==> src/rtl/sha3_pkg.sv <==
// Shared types, rate tables and pad10*1 helper for the SHA-3 absorb input stage.
package sha3_pkg;

   localparam int unsigned W_IN    = 16;
   localparam int unsigned W_ST    = 1600;
   localparam int unsigned N_BYTES = W_ST / 8;

   typedef enum logic [2:0] {
      M_SHA3_224 = 3'd0,
      M_SHA3_256 = 3'd1,
      M_SHA3_384 = 3'd2,
      M_SHA3_512 = 3'd3,
      M_SHAKE128 = 3'd4
   } mode_e;

   localparam int unsigned RATE_BITS [5] = '{1152, 1088, 832, 576, 1344};
   localparam int unsigned WPB       [5] = '{72, 68, 52, 36, 84};

   localparam logic [7:0] DOM_SHA3  = 8'h06;
   localparam logic [7:0] DOM_SHAKE = 8'h1F;
   localparam logic [7:0] PAD_END   = 8'h80;

   typedef enum logic [1:0] {
      S_ACCUM  = 2'd0,
      S_EMIT   = 2'd1,
      S_PADBLK = 2'd2
   } state_t;

   function automatic logic [6:0] mode_wpb(input mode_e m);
      case (m)
         M_SHA3_224: return 7'(WPB[0]);
         M_SHA3_256: return 7'(WPB[1]);
         M_SHA3_384: return 7'(WPB[2]);
         M_SHA3_512: return 7'(WPB[3]);
         M_SHAKE128: return 7'(WPB[4]);
         default:    return 7'(WPB[1]);
      endcase
   endfunction

   // Domain byte lands at pos and 0x80 at the last rate byte; both OR'd so pos == rbytes-1 gives D|0x80.
   function automatic logic [W_ST-1:0] pad_insert(input logic [W_ST-1:0] blk,
                                                  input logic [7:0]      pos,
                                                  input logic [7:0]      dom,
                                                  input logic [7:0]      rbytes);
      logic [W_ST-1:0] v_blk;
      v_blk = blk;
      for (int unsigned k = 0; k < N_BYTES; k++) begin
         if (k == 32'(pos))
            v_blk[8*k +: 8] = v_blk[8*k +: 8] | dom;
         if (k == 32'(rbytes) - 32'd1)
            v_blk[8*k +: 8] = v_blk[8*k +: 8] | PAD_END;
      end
      return v_blk;
   endfunction

endpackage

==> src/rtl/sha3_pad_absorb.sv <==
// Packs 16-bit message words into rate blocks with SHA-3 pad10*1 and hands them to the Keccak core.
// Optional SHAKE support via `SHA3_SHAKE_EN (adds in_shake).
module sha3_pad_absorb
   import sha3_pkg::*;
(
   input  logic              ACLK,
   input  logic              ARESETn,
   input  logic [1:0]        ID,
`ifdef SHA3_SHAKE_EN
   input  logic              in_shake,
`endif
   input  logic              in_valid,
   output logic              in_ready,
   input  logic [W_IN-1:0]   in_data,
   input  logic [1:0]        in_keep,
   input  logic              in_last,
   output logic              blk_valid,
   input  logic              blk_ready,
   output logic [W_ST-1:0]   blk_data,
   output logic              blk_last
);

   state_t            r_state;
   state_t            w_next;
   logic              r_init;
   logic [W_ST-1:0]   r_buf;
   logic [6:0]        r_widx;
   mode_e             r_mode;
   logic [7:0]        r_dom;
   logic              r_first;
   logic              r_pad_pend;
   logic              r_last;

   mode_e             w_mode;
   logic [7:0]        w_dom;
   logic [6:0]        w_wpb;
   logic [7:0]        w_rbytes;
   logic              w_acc;
   logic              w_blk_acc;
   logic [7:0]        w_nbytes;
   logic [7:0]        w_pos;
   logic [W_IN-1:0]   w_word;
   logic [W_ST-1:0]   w_wr_buf;
   logic [W_ST-1:0]   w_pad_buf;
   logic              w_blk_end;

   // Mode comes live from ID only on the first word; afterwards the latched copy is used.
   always_comb begin
      w_mode = r_mode;
      w_dom  = r_dom;
      if (r_first) begin
`ifdef SHA3_SHAKE_EN
         if (in_shake) begin
            w_dom  = DOM_SHAKE;
            w_mode = (ID == 2'd0) ? M_SHAKE128 : M_SHA3_256;
         end else begin
            w_dom  = DOM_SHA3;
            w_mode = mode_e'({1'b0, ID});
         end
`else
         w_dom  = DOM_SHA3;
         w_mode = mode_e'({1'b0, ID});
`endif
      end
   end

   assign w_wpb     = mode_wpb(w_mode);
   assign w_rbytes  = {w_wpb, 1'b0};
   assign w_acc     = in_valid & in_ready;
   assign w_blk_acc = blk_valid & blk_ready;
   assign w_blk_end = (r_widx == 7'(w_wpb - 7'd1));

   always_comb begin
      case (in_keep)
         2'b11:   w_nbytes = 8'd2;
         2'b01:   w_nbytes = 8'd1;
         default: w_nbytes = 8'd0;
      endcase
   end

   assign w_word = {(in_keep == 2'b11) ? in_data[15:8] : 8'h00,
                    in_keep[0]         ? in_data[7:0]  : 8'h00};
   assign w_pos  = {r_widx, 1'b0} + w_nbytes;

   always_comb begin
      w_wr_buf = r_buf;
      for (int unsigned i = 0; i < W_ST / W_IN; i++) begin
         if (r_widx == 7'(i))
            w_wr_buf[W_IN*i +: W_IN] = w_word;
      end
   end

   assign w_pad_buf = pad_insert(w_wr_buf, w_pos, w_dom, w_rbytes);

   always_ff @(posedge ACLK) begin
      if (!ARESETn)
         r_state <= S_ACCUM;
      else
         r_state <= w_next;
   end

   always_comb begin
      w_next = r_state;
      case (r_state)
         S_ACCUM:  if (w_acc && (in_last || w_blk_end)) w_next = S_EMIT;
         S_EMIT:   if (w_blk_acc) w_next = r_pad_pend ? S_PADBLK : S_ACCUM;
         S_PADBLK: w_next = S_EMIT;
         default:  w_next = S_ACCUM;
      endcase
   end

   always_comb begin
      in_ready  = (r_state == S_ACCUM) && r_init;
      blk_valid = (r_state == S_EMIT);
      blk_data  = r_buf;
      blk_last  = r_last;
   end

   always_ff @(posedge ACLK) begin
      if (!ARESETn) begin
         r_init     <= 1'b0;
         r_buf      <= '0;
         r_widx     <= '0;
         r_mode     <= M_SHA3_224;
         r_dom      <= DOM_SHA3;
         r_first    <= 1'b1;
         r_pad_pend <= 1'b0;
         r_last     <= 1'b0;
      end else begin
         r_init <= 1'b1;
         case (r_state)
            S_ACCUM: begin
               if (w_acc) begin
                  r_mode  <= w_mode;
                  r_dom   <= w_dom;
                  r_first <= 1'b0;
                  if (in_last) begin
                     r_widx <= '0;
                     // A last word that exactly fills the block leaves no room: pad goes into an extra block.
                     if (w_pos == w_rbytes) begin
                        r_buf      <= w_wr_buf;
                        r_pad_pend <= 1'b1;
                        r_last     <= 1'b0;
                     end else begin
                        r_buf  <= w_pad_buf;
                        r_last <= 1'b1;
                     end
                  end else begin
                     r_buf  <= w_wr_buf;
                     r_last <= 1'b0;
                     r_widx <= w_blk_end ? 7'd0 : 7'(r_widx + 7'd1);
                  end
               end
            end
            S_EMIT: begin
               if (w_blk_acc) begin
                  r_buf  <= '0;
                  r_last <= 1'b0;
                  if (r_last)
                     r_first <= 1'b1;
               end
            end
            S_PADBLK: begin
               r_buf      <= pad_insert('0, 8'd0, r_dom, w_rbytes);
               r_last     <= 1'b1;
               r_pad_pend <= 1'b0;
            end
            default: ;
         endcase
      end
   end

endmodule

==> config.mk <==
export PLATFORM = sky130hd
export DESIGN_NAME = sha3_pad_absorb
export DESIGN_NICKNAME = d
export VERILOG_FILES = /design/src/rtl/sha3_pkg.sv /design/src/rtl/sha3_pad_absorb.sv
export SDC_FILE = /design/constraint.sdc
export NUM_CORES = 2
export LEC_CHECK = 0
export ABC_CLOCK_PERIOD_IN_PS = 5200
export CORE_AREA = 2 2 633 635
export DETAILED_ROUTE_END_ITERATION = 8
export DIE_AREA = 0 0 635 637
export MAX_ROUTING_LAYER = met4
export PLACE_DENSITY = 0.4
export SLEW_MARGIN = 0
export SYNTH_ARGS = -nofsm -noshare
export SYNTH_HDL_FRONTEND = slang
export SYNTH_SLANG_ARGS = --single-unit
==> constraint.sdc <==
create_clock -name ACLK -period 5.2 [get_ports ACLK]
set_input_delay 1.56 -clock ACLK [delete_from_list [all_inputs] [get_ports ACLK]]
set_output_delay 1.56 -clock ACLK [all_outputs]
set_load 0.02 [all_outputs]
==> results.py <==
metrics = {
    "run_status": {
        "status": "finished clean",
    },
    "clock_tree": {
        "cts_htree_levels": 4,
        "cts_buffers": 210,
        "root_buffer": "clkbuf_16",
        "clock_sinks": 1624,
        "hold_buffers": 0,
        "clk_pin_slew_ns": 0.06,
        "post_cts_resize_count": 0,
        "post_cts_buffers": 0,
        "clock_latency_ns": 0.98,
        "cts_tree": "yes",
        "cts_max_path_buffers": 4,
    },
    "timing": {
        "tightest_slew_ns": 1.370,
        "clock_skew_ns": 0.09287,
        "drv_slew": 0,
        "fmax_mhz": 198.3,
        "post-route-period-util_pct": 96.99,
        "setup_viol": 0,
        "rsz0062_at_grt": "no",
        "period_needed_ns": 5.043,
        "hold_slack_ns": 0.4720,
        "hold_viol": 0,
        "maxSlewHeadroom_pct": 8.641,
    },
    "synth": {
        "synth-edff-count": 0,
        "netlist_area_sq_um": 72330,
        "ys_ff_latch": 1624,
        "synth_flop_cell": "dfxtp_1",
        "syn_nets": 8851,
        "synth.avg_cell_area_sq_um": 8.206,
        "synthCells": 8814,
        "yosysSeqAreaShare_pct": 44.95,
        "yosysUniqueCellTypes": 87,
        "yosysWarnings": 0,
        "async_flop_share_pct": 0,
    },
    "die": {
        "die_h_um": 637,
        "std_cell_rows": 232,
        "die_w_um": 635,
        "die-area_sq_um": 404500,
        "ios": 1628,
        "core_sq_um": 398000,
        "start_util_pct": 18.18,
    },
    "placement": {
        "gp_congestion": 0.9211,
        "io_buffer_count": 1627,
        "dp.cells": 15800,
        "dpl.hpwl_mm": 478.8,
    },
    "pwr": {
        "pwr_density_cell_nw_per_um2": 276.2,
        "leakage_nw": 34.27,
        "peakVddDrop_uv": 267.6,
    },
    "grt": {
        "grt_first_pass_wirelength_mm": 825.9,
        "grt_overflow_total": 0,
        "grt_max_degree": 121,
        "grt_pass1_vias": 82980,
        "antenna_found_initial": 55,
        "grt.total_usage_pct": 30.87,
    },
    "layout": {
        "final_common_cell": "clkdlybuf4s50_1",
        "syn2layout_area_growth_pct": 52.03,
        "layout.nets": 10780,
        "final_cell_count_no_fill": 16200,
        "final_cell_mix": "clkdlybuf4s50_1 (1,625), dfxtp_1 (1,624), o21ai_0 (1,519), a22oi_1 (1,297), nand2_1 (866)",
        "drive_gt1_share_pct": 14.68,
    },
    "job": {
        "cap_violations": 0,
    },
    "detailed_routing": {
        "routed_wl_mm": 640.0,
        "dr.first_iter.drc_count": 11240,
        "detail-route-antenna-nets": 0,
        "drc": 0,
        "avgViaCountPerCell": 5.469,
        "routed-via-count": 88590,
        "post_drt_wl_per_cell_um": 39.51,
        "dr.pass1.iters": 7,
    },
    "worst_setup_path": {
        "arrival_ns": 5.88,
        "required_ns": 6.03,
        "worst_setup_path_start_kind": "input pin",
        "crit_fanout": 8,
        "worst-setup-path-type": "in -> reg",
        "endpoint_kind": "flop",
    },
    "min_path": {
        "worstHoldPathType": "reg -> reg",
    },
}
==> layout make-up <==
cell class              count  area (sq um)
fillers                 42130        288000
multi-input cells        6297         37180
flip-flops and latches   1624         32510
repair buffers           2599         26590
well taps                5265          6588
clock buffers             306          6128
clock inverters            65         857.1
diodes                     29         72.57
inverters                  12         45.04
==> cells by family after synthesis <==
kind of cell / count (synthesis) / synth area share (%)
AO/OA/AOI/OAI: 4321 / 37.17
AND/OR/NAND/NOR: 1922 / 12.11
flip-flops: 1624 / 44.95
buffers and inverters: 893 / 4.952
multiplexers: 27 / 0.3806
XOR/XNOR: 15 / 0.2335
adder cells (fa/ha/maj): 12 / 0.2076
==> sequential cells by signal (all words and copies together), names as in the netlist <==
register    count
r_init          1
blk_data     1600
r_first         1
r_pad_pend      1
r_dom           8
r_mode          3
r_widx          7
r_state         2
blk_last        1
==> per-layer routing <==
metal  share of wire (%)  track usage [%]
met1                  39            36.49
met2                  45            48.08
met3                 8.5            7.291
met4                 6.8            17.43
met5                   0                -
==> report_power, final <==
part,switching [W],internal [W]
combinational,0.00193,0.000566
sequential,0.0000335,0.0125
clock,0.00648,0.00889
==> metrics by stage <==
stage	setup TNS [ns]	area (sq um)	utilization (%)	setup WS, ns	power, W
2_1_floorplan	0	72330	-	0.6940	0.01380
3_3_place_gp	-289.11	102900	25.86	-0.7317	0.01522
3_5_place_dp	-217.60	102900	25.86	-0.6574	0.01524
4_1_cts	0	109900	27.61	0.3289	0.03055
5_1_grt	0	109900	27.62	0.1795	0.03112
6_report	0	110000	27.63	0.1566	0.03037
==> synthesized netlist by cell type, types with 6 or more instances <==
cell type / n / area (sq um)
dfxtp_1: 1624 / 32510
a21oi_1: 743 / 3719
nor2_1: 338 / 1269
clkbuf_1: 696 / 2613
nor3_1: 149 / 745.7
nor2_2: 15 / 93.84
a211o_1: 14 / 122.6
and3_1: 22 / 137.6
or3_1: 46 / 287.8
nand2_1: 873 / 3277
mux2i_1: 26 / 260.3
a22oi_1: 1297 / 9737
buf_4: 10 / 75.07
o21a_1: 49 / 367.9
xor2_1: 7 / 61.31
ha_1: 12 / 150.1
a211oi_1: 46 / 345.3
a311o_1: 11 / 110.1
a222oi_1: 44 / 440.4
buf_1: 36 / 135.1
o32a_1: 6 / 60.06
nand4_1: 12 / 75.07
a31oi_1: 58 / 362.9
o211ai_1: 39 / 292.8
o21ai_1: 111 / 555.5
nor4_1: 18 / 112.6
o211a_1: 67 / 670.6
a221oi_1: 7 / 61.31
a32oi_1: 7 / 61.31
o221a_2: 9 / 101.4
buf_2: 136 / 680.7
o22ai_1: 105 / 656.9
xnor2_1: 6 / 52.55
a311oi_1: 61 / 534.3
nand3_1: 255 / 1276
a22o_1: 21 / 183.9
or2_2: 61 / 381.6
o31ai_1: 52 / 390.4
nor2b_1: 14 / 87.58
nor3_2: 42 / 420.4
o221ai_1: 11 / 96.34
and2_1: 23 / 143.9
o21ai_0: 1524 / 7627
nand2b_1: 18 / 112.6
inv_1: 10 / 37.54
==> final timing paths <==
path / endpoint / slack [ns] / startpoint / cells after the start
max: blk_data[1529]$_SDFFE_PN0P_ / 0.16 / in_keep[1] / 15
min: blk_data[270]$_SDFFE_PN0P_ / 0.47 / blk_data[270]$_SDFFE_PN0P_ / 1
max reg2reg: blk_data[1569]$_SDFFE_PN0P_ / 0.97 / r_widx[6]$_SDFFE_PN0P_ / 7
min reg2reg: blk_data[270]$_SDFFE_PN0P_ / 0.47 / blk_data[270]$_SDFFE_PN0P_ / 1
==> worst max-delay path, cell delays in order <==
cell             delay [ns]
clkdlybuf4s50_1        0.48
and2_0                 0.71
buf_12                 0.20
ha_1                   0.16
ha_1                   0.18
buf_4                  0.19
xnor2_4                0.09
buf_4                  0.18
nor2_2                 0.49
nand3_2                0.24
buf_12                 0.19
a211oi_2               0.70
buf_12                 0.24
inv_1                  0.06
o21ai_0                0.15
(Power assumes the default switching activity.)
